<file path="src/rtl/mac_seq_ctrl_if.sv">
// rtl/mac_seq_ctrl_if.sv - job, operand-stream, MAC and result signals of the MAC sequencing controller
interface mac_seq_ctrl_if #(
  parameter int IN_BITWIDTH  = 16,
  parameter int OUT_BITWIDTH = 2 * IN_BITWIDTH,
  parameter int LEN_BITS     = 8
);
  logic                    start;
  logic [LEN_BITS-1:0]     cfg_len;
  logic [IN_BITWIDTH-1:0]  psum_in;
  logic                    in_valid;
  logic                    in_ready;
  logic [IN_BITWIDTH-1:0]  act_data;
  logic [IN_BITWIDTH-1:0]  wgt_data;
  logic [IN_BITWIDTH-1:0]  mac_a;
  logic [IN_BITWIDTH-1:0]  mac_w;
  logic [IN_BITWIDTH-1:0]  mac_sum;
  logic [OUT_BITWIDTH-1:0] mac_out;
  logic                    out_valid;
  logic                    out_ready;
  logic [IN_BITWIDTH-1:0]  psum_out;
  logic                    overflow;
  logic                    busy;
  logic                    done;

  // The controller side; it also drives the operands of the external combinational MAC.
  modport slave (
    input  start, cfg_len, psum_in, in_valid, act_data, wgt_data, mac_out, out_ready,
    output in_ready, mac_a, mac_w, mac_sum, out_valid, psum_out, overflow, busy, done
  );

  modport master (
    output start, cfg_len, psum_in, in_valid, act_data, wgt_data, mac_out, out_ready,
    input  in_ready, mac_a, mac_w, mac_sum, out_valid, psum_out, overflow, busy, done
  );
endinterface

</file>
<file path="src/rtl/mac_seq_ctrl.sv">
// rtl/mac_seq_ctrl.sv - sequences len act/wgt pairs through an external MAC into one partial sum
module mac_seq_ctrl #(
  parameter int IN_BITWIDTH  = 16,
  parameter int OUT_BITWIDTH = 2 * IN_BITWIDTH,
  parameter int LEN_BITS     = 8
) (
  input  logic          clk,
  input  logic          reset,
  mac_seq_ctrl_if.slave bus
);

  typedef enum logic [1:0] {
    IDLE  = 2'd0,
    ACCUM = 2'd1,
    DRAIN = 2'd2
  } state_t;

  state_t                 state_q, state_d;
  logic [IN_BITWIDTH-1:0] acc_q, acc_d;
  logic [LEN_BITS-1:0]    count_q, count_d;
  logic [LEN_BITS-1:0]    len_q, len_d;
  logic                   ovf_q, ovf_d;

  logic                   in_ready_c;
  logic                   out_valid_c;
  logic                   done_c;
  logic                   mac_hi_nz;
  logic                   last_pair;

  assign mac_hi_nz = |bus.mac_out[OUT_BITWIDTH-1:IN_BITWIDTH];
  assign last_pair = (count_q == (len_q - LEN_BITS'(1)));

  always_ff @(posedge clk or posedge reset) begin
    if (reset) begin
      state_q <= IDLE;
      acc_q   <= '0;
      count_q <= '0;
      len_q   <= '0;
      ovf_q   <= 1'b0;
    end else begin
      state_q <= state_d;
      acc_q   <= acc_d;
      count_q <= count_d;
      len_q   <= len_d;
      ovf_q   <= ovf_d;
    end
  end

  always_comb begin
    state_d     = state_q;
    acc_d       = acc_q;
    count_d     = count_q;
    len_d       = len_q;
    ovf_d       = ovf_q;
    in_ready_c  = 1'b0;
    out_valid_c = 1'b0;
    done_c      = 1'b0;

    case (state_q)
      IDLE: begin
        if (bus.start) begin
          acc_d   = bus.psum_in;
          ovf_d   = 1'b0;
          count_d = '0;
          // A zero-length job has nothing to accumulate and presents psum_in directly.
          if (bus.cfg_len != '0) begin
            len_d   = bus.cfg_len;
            state_d = ACCUM;
          end else begin
            state_d = DRAIN;
          end
        end
      end

      ACCUM: begin
        in_ready_c = 1'b1;
        if (bus.in_valid) begin
          acc_d   = bus.mac_out[IN_BITWIDTH-1:0];
          count_d = count_q + LEN_BITS'(1);
          if (mac_hi_nz) begin
            ovf_d = 1'b1;
          end
          if (last_pair) begin
            state_d = DRAIN;
          end
        end
      end

      DRAIN: begin
        out_valid_c = 1'b1;
        if (bus.out_ready) begin
          done_c  = 1'b1;
          state_d = IDLE;
        end
      end

      default: begin
        state_d = IDLE;
      end
    endcase
  end

  assign bus.in_ready  = in_ready_c;
  assign bus.out_valid = out_valid_c;
  assign bus.done      = done_c;
  assign bus.busy      = (state_q != IDLE);
  assign bus.psum_out  = acc_q;
  assign bus.overflow  = ovf_q;
  assign bus.mac_a     = bus.act_data;
  assign bus.mac_w     = bus.wgt_data;
  assign bus.mac_sum   = acc_q;

endmodule

</file>
<file path="src/flat_wrapper.sv">
// flat-port wrapper written by rule: the top's interface ports become plain ports
module mac_seq_ctrl_flat 
#(
  parameter int IN_BITWIDTH  = 16,
  parameter int OUT_BITWIDTH = 2 * IN_BITWIDTH,
  parameter int LEN_BITS     = 8
)
  (clk, reset, bus_start, bus_cfg_len, bus_psum_in, bus_in_valid, bus_act_data, bus_wgt_data, bus_mac_out, bus_out_ready, bus_in_ready, bus_mac_a, bus_mac_w, bus_mac_sum, bus_out_valid, bus_psum_out, bus_overflow, bus_busy, bus_done);
  mac_seq_ctrl_if #(.IN_BITWIDTH(IN_BITWIDTH), .OUT_BITWIDTH(OUT_BITWIDTH), .LEN_BITS(LEN_BITS)) bus_i ();
  input  logic clk;
  input  logic reset;
  input wire logic [$bits(bus_i.start)-1:0] bus_start;
  input wire logic [$bits(bus_i.cfg_len)-1:0] bus_cfg_len;
  input wire logic [$bits(bus_i.psum_in)-1:0] bus_psum_in;
  input wire logic [$bits(bus_i.in_valid)-1:0] bus_in_valid;
  input wire logic [$bits(bus_i.act_data)-1:0] bus_act_data;
  input wire logic [$bits(bus_i.wgt_data)-1:0] bus_wgt_data;
  input wire logic [$bits(bus_i.mac_out)-1:0] bus_mac_out;
  input wire logic [$bits(bus_i.out_ready)-1:0] bus_out_ready;
  output wire logic [$bits(bus_i.in_ready)-1:0] bus_in_ready;
  output wire logic [$bits(bus_i.mac_a)-1:0] bus_mac_a;
  output wire logic [$bits(bus_i.mac_w)-1:0] bus_mac_w;
  output wire logic [$bits(bus_i.mac_sum)-1:0] bus_mac_sum;
  output wire logic [$bits(bus_i.out_valid)-1:0] bus_out_valid;
  output wire logic [$bits(bus_i.psum_out)-1:0] bus_psum_out;
  output wire logic [$bits(bus_i.overflow)-1:0] bus_overflow;
  output wire logic [$bits(bus_i.busy)-1:0] bus_busy;
  output wire logic [$bits(bus_i.done)-1:0] bus_done;
  assign bus_i.start = bus_start;
  assign bus_i.cfg_len = bus_cfg_len;
  assign bus_i.psum_in = bus_psum_in;
  assign bus_i.in_valid = bus_in_valid;
  assign bus_i.act_data = bus_act_data;
  assign bus_i.wgt_data = bus_wgt_data;
  assign bus_i.mac_out = bus_mac_out;
  assign bus_i.out_ready = bus_out_ready;
  assign bus_in_ready = bus_i.in_ready;
  assign bus_mac_a = bus_i.mac_a;
  assign bus_mac_w = bus_i.mac_w;
  assign bus_mac_sum = bus_i.mac_sum;
  assign bus_out_valid = bus_i.out_valid;
  assign bus_psum_out = bus_i.psum_out;
  assign bus_overflow = bus_i.overflow;
  assign bus_busy = bus_i.busy;
  assign bus_done = bus_i.done;
  mac_seq_ctrl #(.IN_BITWIDTH(IN_BITWIDTH), .OUT_BITWIDTH(OUT_BITWIDTH), .LEN_BITS(LEN_BITS)) u_core (.clk(clk), .reset(reset), .bus(bus_i));
endmodule
</file>
<file path="config.mk">
export PLATFORM = sky130hd
export DESIGN_NAME = mac_seq_ctrl_flat
export DESIGN_NICKNAME = d
export VERILOG_FILES = /design/src/rtl/mac_seq_ctrl_if.sv /design/src/rtl/mac_seq_ctrl.sv /design/src/flat_wrapper.sv
export SDC_FILE = /design/constraint.sdc
export NUM_CORES = 1
export LEC_CHECK = 0
export CORE_MARGIN = 2
export CORE_UTILIZATION = 57
export DETAILED_ROUTE_END_ITERATION = 12
export DONT_BUFFER_PORTS = 1
export PLACE_DENSITY = 0.87
export RECOVER_POWER = 100
export REMOVE_ABC_BUFFERS = 1
export SLEW_MARGIN = 20
export SYNTH_ARGS = -nofsm -noshare
export SYNTH_HDL_FRONTEND = slang
export SYNTH_SLANG_ARGS = --single-unit
export TNS_END_PERCENT = 1
</file>
<file path="constraint.sdc">
create_clock -name clk -period 1.7 [get_ports clk]
set_clock_uncertainty 0.05 [all_clocks]
set_input_delay 0.085 -clock clk [delete_from_list [all_inputs] [get_ports clk]]
set_output_delay 0.085 -clock clk [all_outputs]
set_load 0.05 [all_outputs]
</file>
==> metrics.yaml <==
ys_types: 36
crit_path_end_kind: "register"
clock_latency_ps: 290
path_clk_slew_ps: 70
start_kind: "register"
synth_cells: 232
antenna_found_initial: 0
drive_above_1_share: 0.163
min_to: "u_core.bus.overflow"
synth_commonest_cells: "buf_4 (48), dfrtp_1 (35), nand2_1 (22), o21ai_1 (19), mux2i_1 (18)"
finalHoldViolCount: 0
die_y_um: 66.5
r2r_slack_ps: -140
ant_nets: 0
drt_iter0_markers: 98
grt_max_degree: 36
synth_flop_cell: "dfrtp_1"
cts_buffer_depth: 2
path_max_fanout: 2
arrival_ps: 2030
dpl_worst_slack_ps: -143
design.core.area_sq_um: 3720
placed_cell_area_sq_um: 2170
io_pins: 162
peakVddDrop_uv: 1400
drt_pass1_iterations: 4
syn_to_final_growth_pct: 18.6
drc: 0
period_share: 1.08
r2r.worst_path.cells: 5
overflow: 0
hpwl_um: 4260
maxCapViolCount: 0
fin_nets: 351
yosysWarningCount: 0
yosys-top-cells-area: "dfrtp_1 (39%), buf_4 (16%), mux2i_1 (8.1%)"
die_area_sq_um: 4430
avgSynthCellArea_sq_um: 9.61
slew-limit-headroom: 0.420
max_freq_mhz: 543
grt_use_total: 0.311
clock_sinks: 35
final-setup-viol-count: 2
startpoint: "u_core.len_q[2]"
period_needed_ps: 1840
crit_type: "reg -> reg"
numCtsBuffers: 5
io_buffers: 0
slew_viol_final: 0
reg2reg_to: "u_core.state_q[1]"
root_buffer: "clkbuf_8"
diodes: 0
routabilityCongestion: 0.853
async_flop_share: 1.00
n_fill_cell: 273
start_util: 0.600
via_per_inst: 5.78
synth_top_area_cell: "dfrtp_1"
synth.top_cell.area_share: 0.393
grt_pass1_wl_um: 9840
ys_ff_latch: 35
status: "finished, violations left"
cts_setup_buffers: 0
synth-edff-count: 0
violations: "setup timing"
h-tree-depth: 2
setup_ws_ps: -142
hp-class: "in -> reg"
rsz0062_at_grt: "true"
num_vias: 1763
critPathRequiredTime_ps: 1880
cts_tree: "yes"
min_from: "bus_mac_out[30]"
power.density_nw_per_um2: 2230
synth.most_common_cell: "buf_4"
power_leakage_nw: 1.27
row_count: 22
wl_per_cell_um: 21.5
wirelength_um: 6550
tightest_slew_ps: 870
final_cells: 305
first_global_vias: 1918
die_w_um: 66.5
design_area_sq_um: 2640
hold_depth: 4
place_inst: 255
regToRegStartpoint: "u_core.len_q[2]"
syn_area_sq_um: 2230
synth_seq_area_share: 0.393
==> worst max-delay path: stages (launching register included) <==
cell and delay [ps]:
dfrtp_1 380, or4_4 550, nor4_4 170, xnor2_1 160
nor4_4 270, a32o_2 210
==> per-stage QoR <==
step,util,total power [mW],setup TNS [ps],hold slack (ps)
after floorplan,-,4.23,-8030,120
after global placement,0.585,5.07,-76.3,51.3
after detailed placement,0.585,5.16,-258,51.8
after CTS,0.729,6.02,-251,9.50
after global routing,0.711,6.21,-1540,40.2
final,0.711,5.90,-250,4.43
==> timing repair <==
| action | 4_1_cts | 5_1_grt |
|---|---|---|
| hold buffers | 42 | 0 |
| hold endpoints to repair | 62 | 0 |
| gates resized for setup | 0 | 1 |
| endpoints found under the setup margin | 2 | 8 |
==> report_power, final <==
group	switching, mW	total [mW]	internal, mW
sequential	0.757	1.95	1.20
combinational	2.19	3.16	0.964
clock	0.317	0.792	0.475
total	3.27	5.90	2.63
==> layout make-up <==
cell class / count / area, sq um / share of cell area
tap: 48 / 60.1 / 0.0227
sequential: 35 / 876 / 0.331
clock inverter: 2 / 35.0 / 0.0133
inverter: 5 / 18.8 / 0.00710
multi-input combinational: 136 / 947 / 0.358
timing repair buffer: 73 / 623 / 0.236
clock buffer: 6 / 82.6 / 0.0313
==> cell usage in the layout (no fill, tap or decap), types with 4 or more instances in the layout <==
cell           instances
mux2_1                 6
inv_1                  5
mux2i_1               18
dlygate4sd3_1         42
clkbuf_8               6
buf_4                  6
clkbuf_2              17
xor2_1                 8
nand2_1               22
o21ai_1               17
nor4_1                 4
xnor2_1               10
dfrtp_1               35
nor2_1                16
==> state kept, by name, indices dropped and copies added (netlist names) <==
signal and cells:
u_core.bus.overflow 1, u_core.state_q 2, u_core.len_q 8, u_core.count_q 8
u_core.bus.mac_sum 16
==> how the worst max path moves through the flow <==
stage,endpoint,slack [ps],cells past startpoint
after floorplan,u_core.bus.mac_sum[0],-330,4
after global routing,u_core.state_q[1],-190,5
after CTS,u_core.state_q[1],-140,5
final,u_core.state_q[1],-140,5
after detailed placement,u_core.state_q[1],-140,5
after global placement,u_core.state_q[1],-50,5
==> kinds of logic after synthesis <==
| kind of cell | count (synthesis) | share of synthesized area |
|---|---|---|
| and+or+nand+nor | 65 | 0.158 |
| buffers and inverters | 61 | 0.184 |
| DFF | 35 | 0.393 |
| AOI/OAI and AO/OA | 27 | 0.0713 |
| muxes | 24 | 0.111 |
| xor gates and xnor gates | 18 | 0.0707 |
| adders and majority gates | 2 | 0.0112 |
==> per-layer routing <==
layer  share of wire  vias up  routed length, um  track usage
met2            0.46      125               3010        0.488
met5          0.0067        -                 44       0.0833
met4           0.024        2                159       0.0995
met3            0.12       21                809        0.152
met1            0.39      830               2520        0.369
li1                -      785                  -            -
No activity file was read; power rests on OpenSTA's default activity.
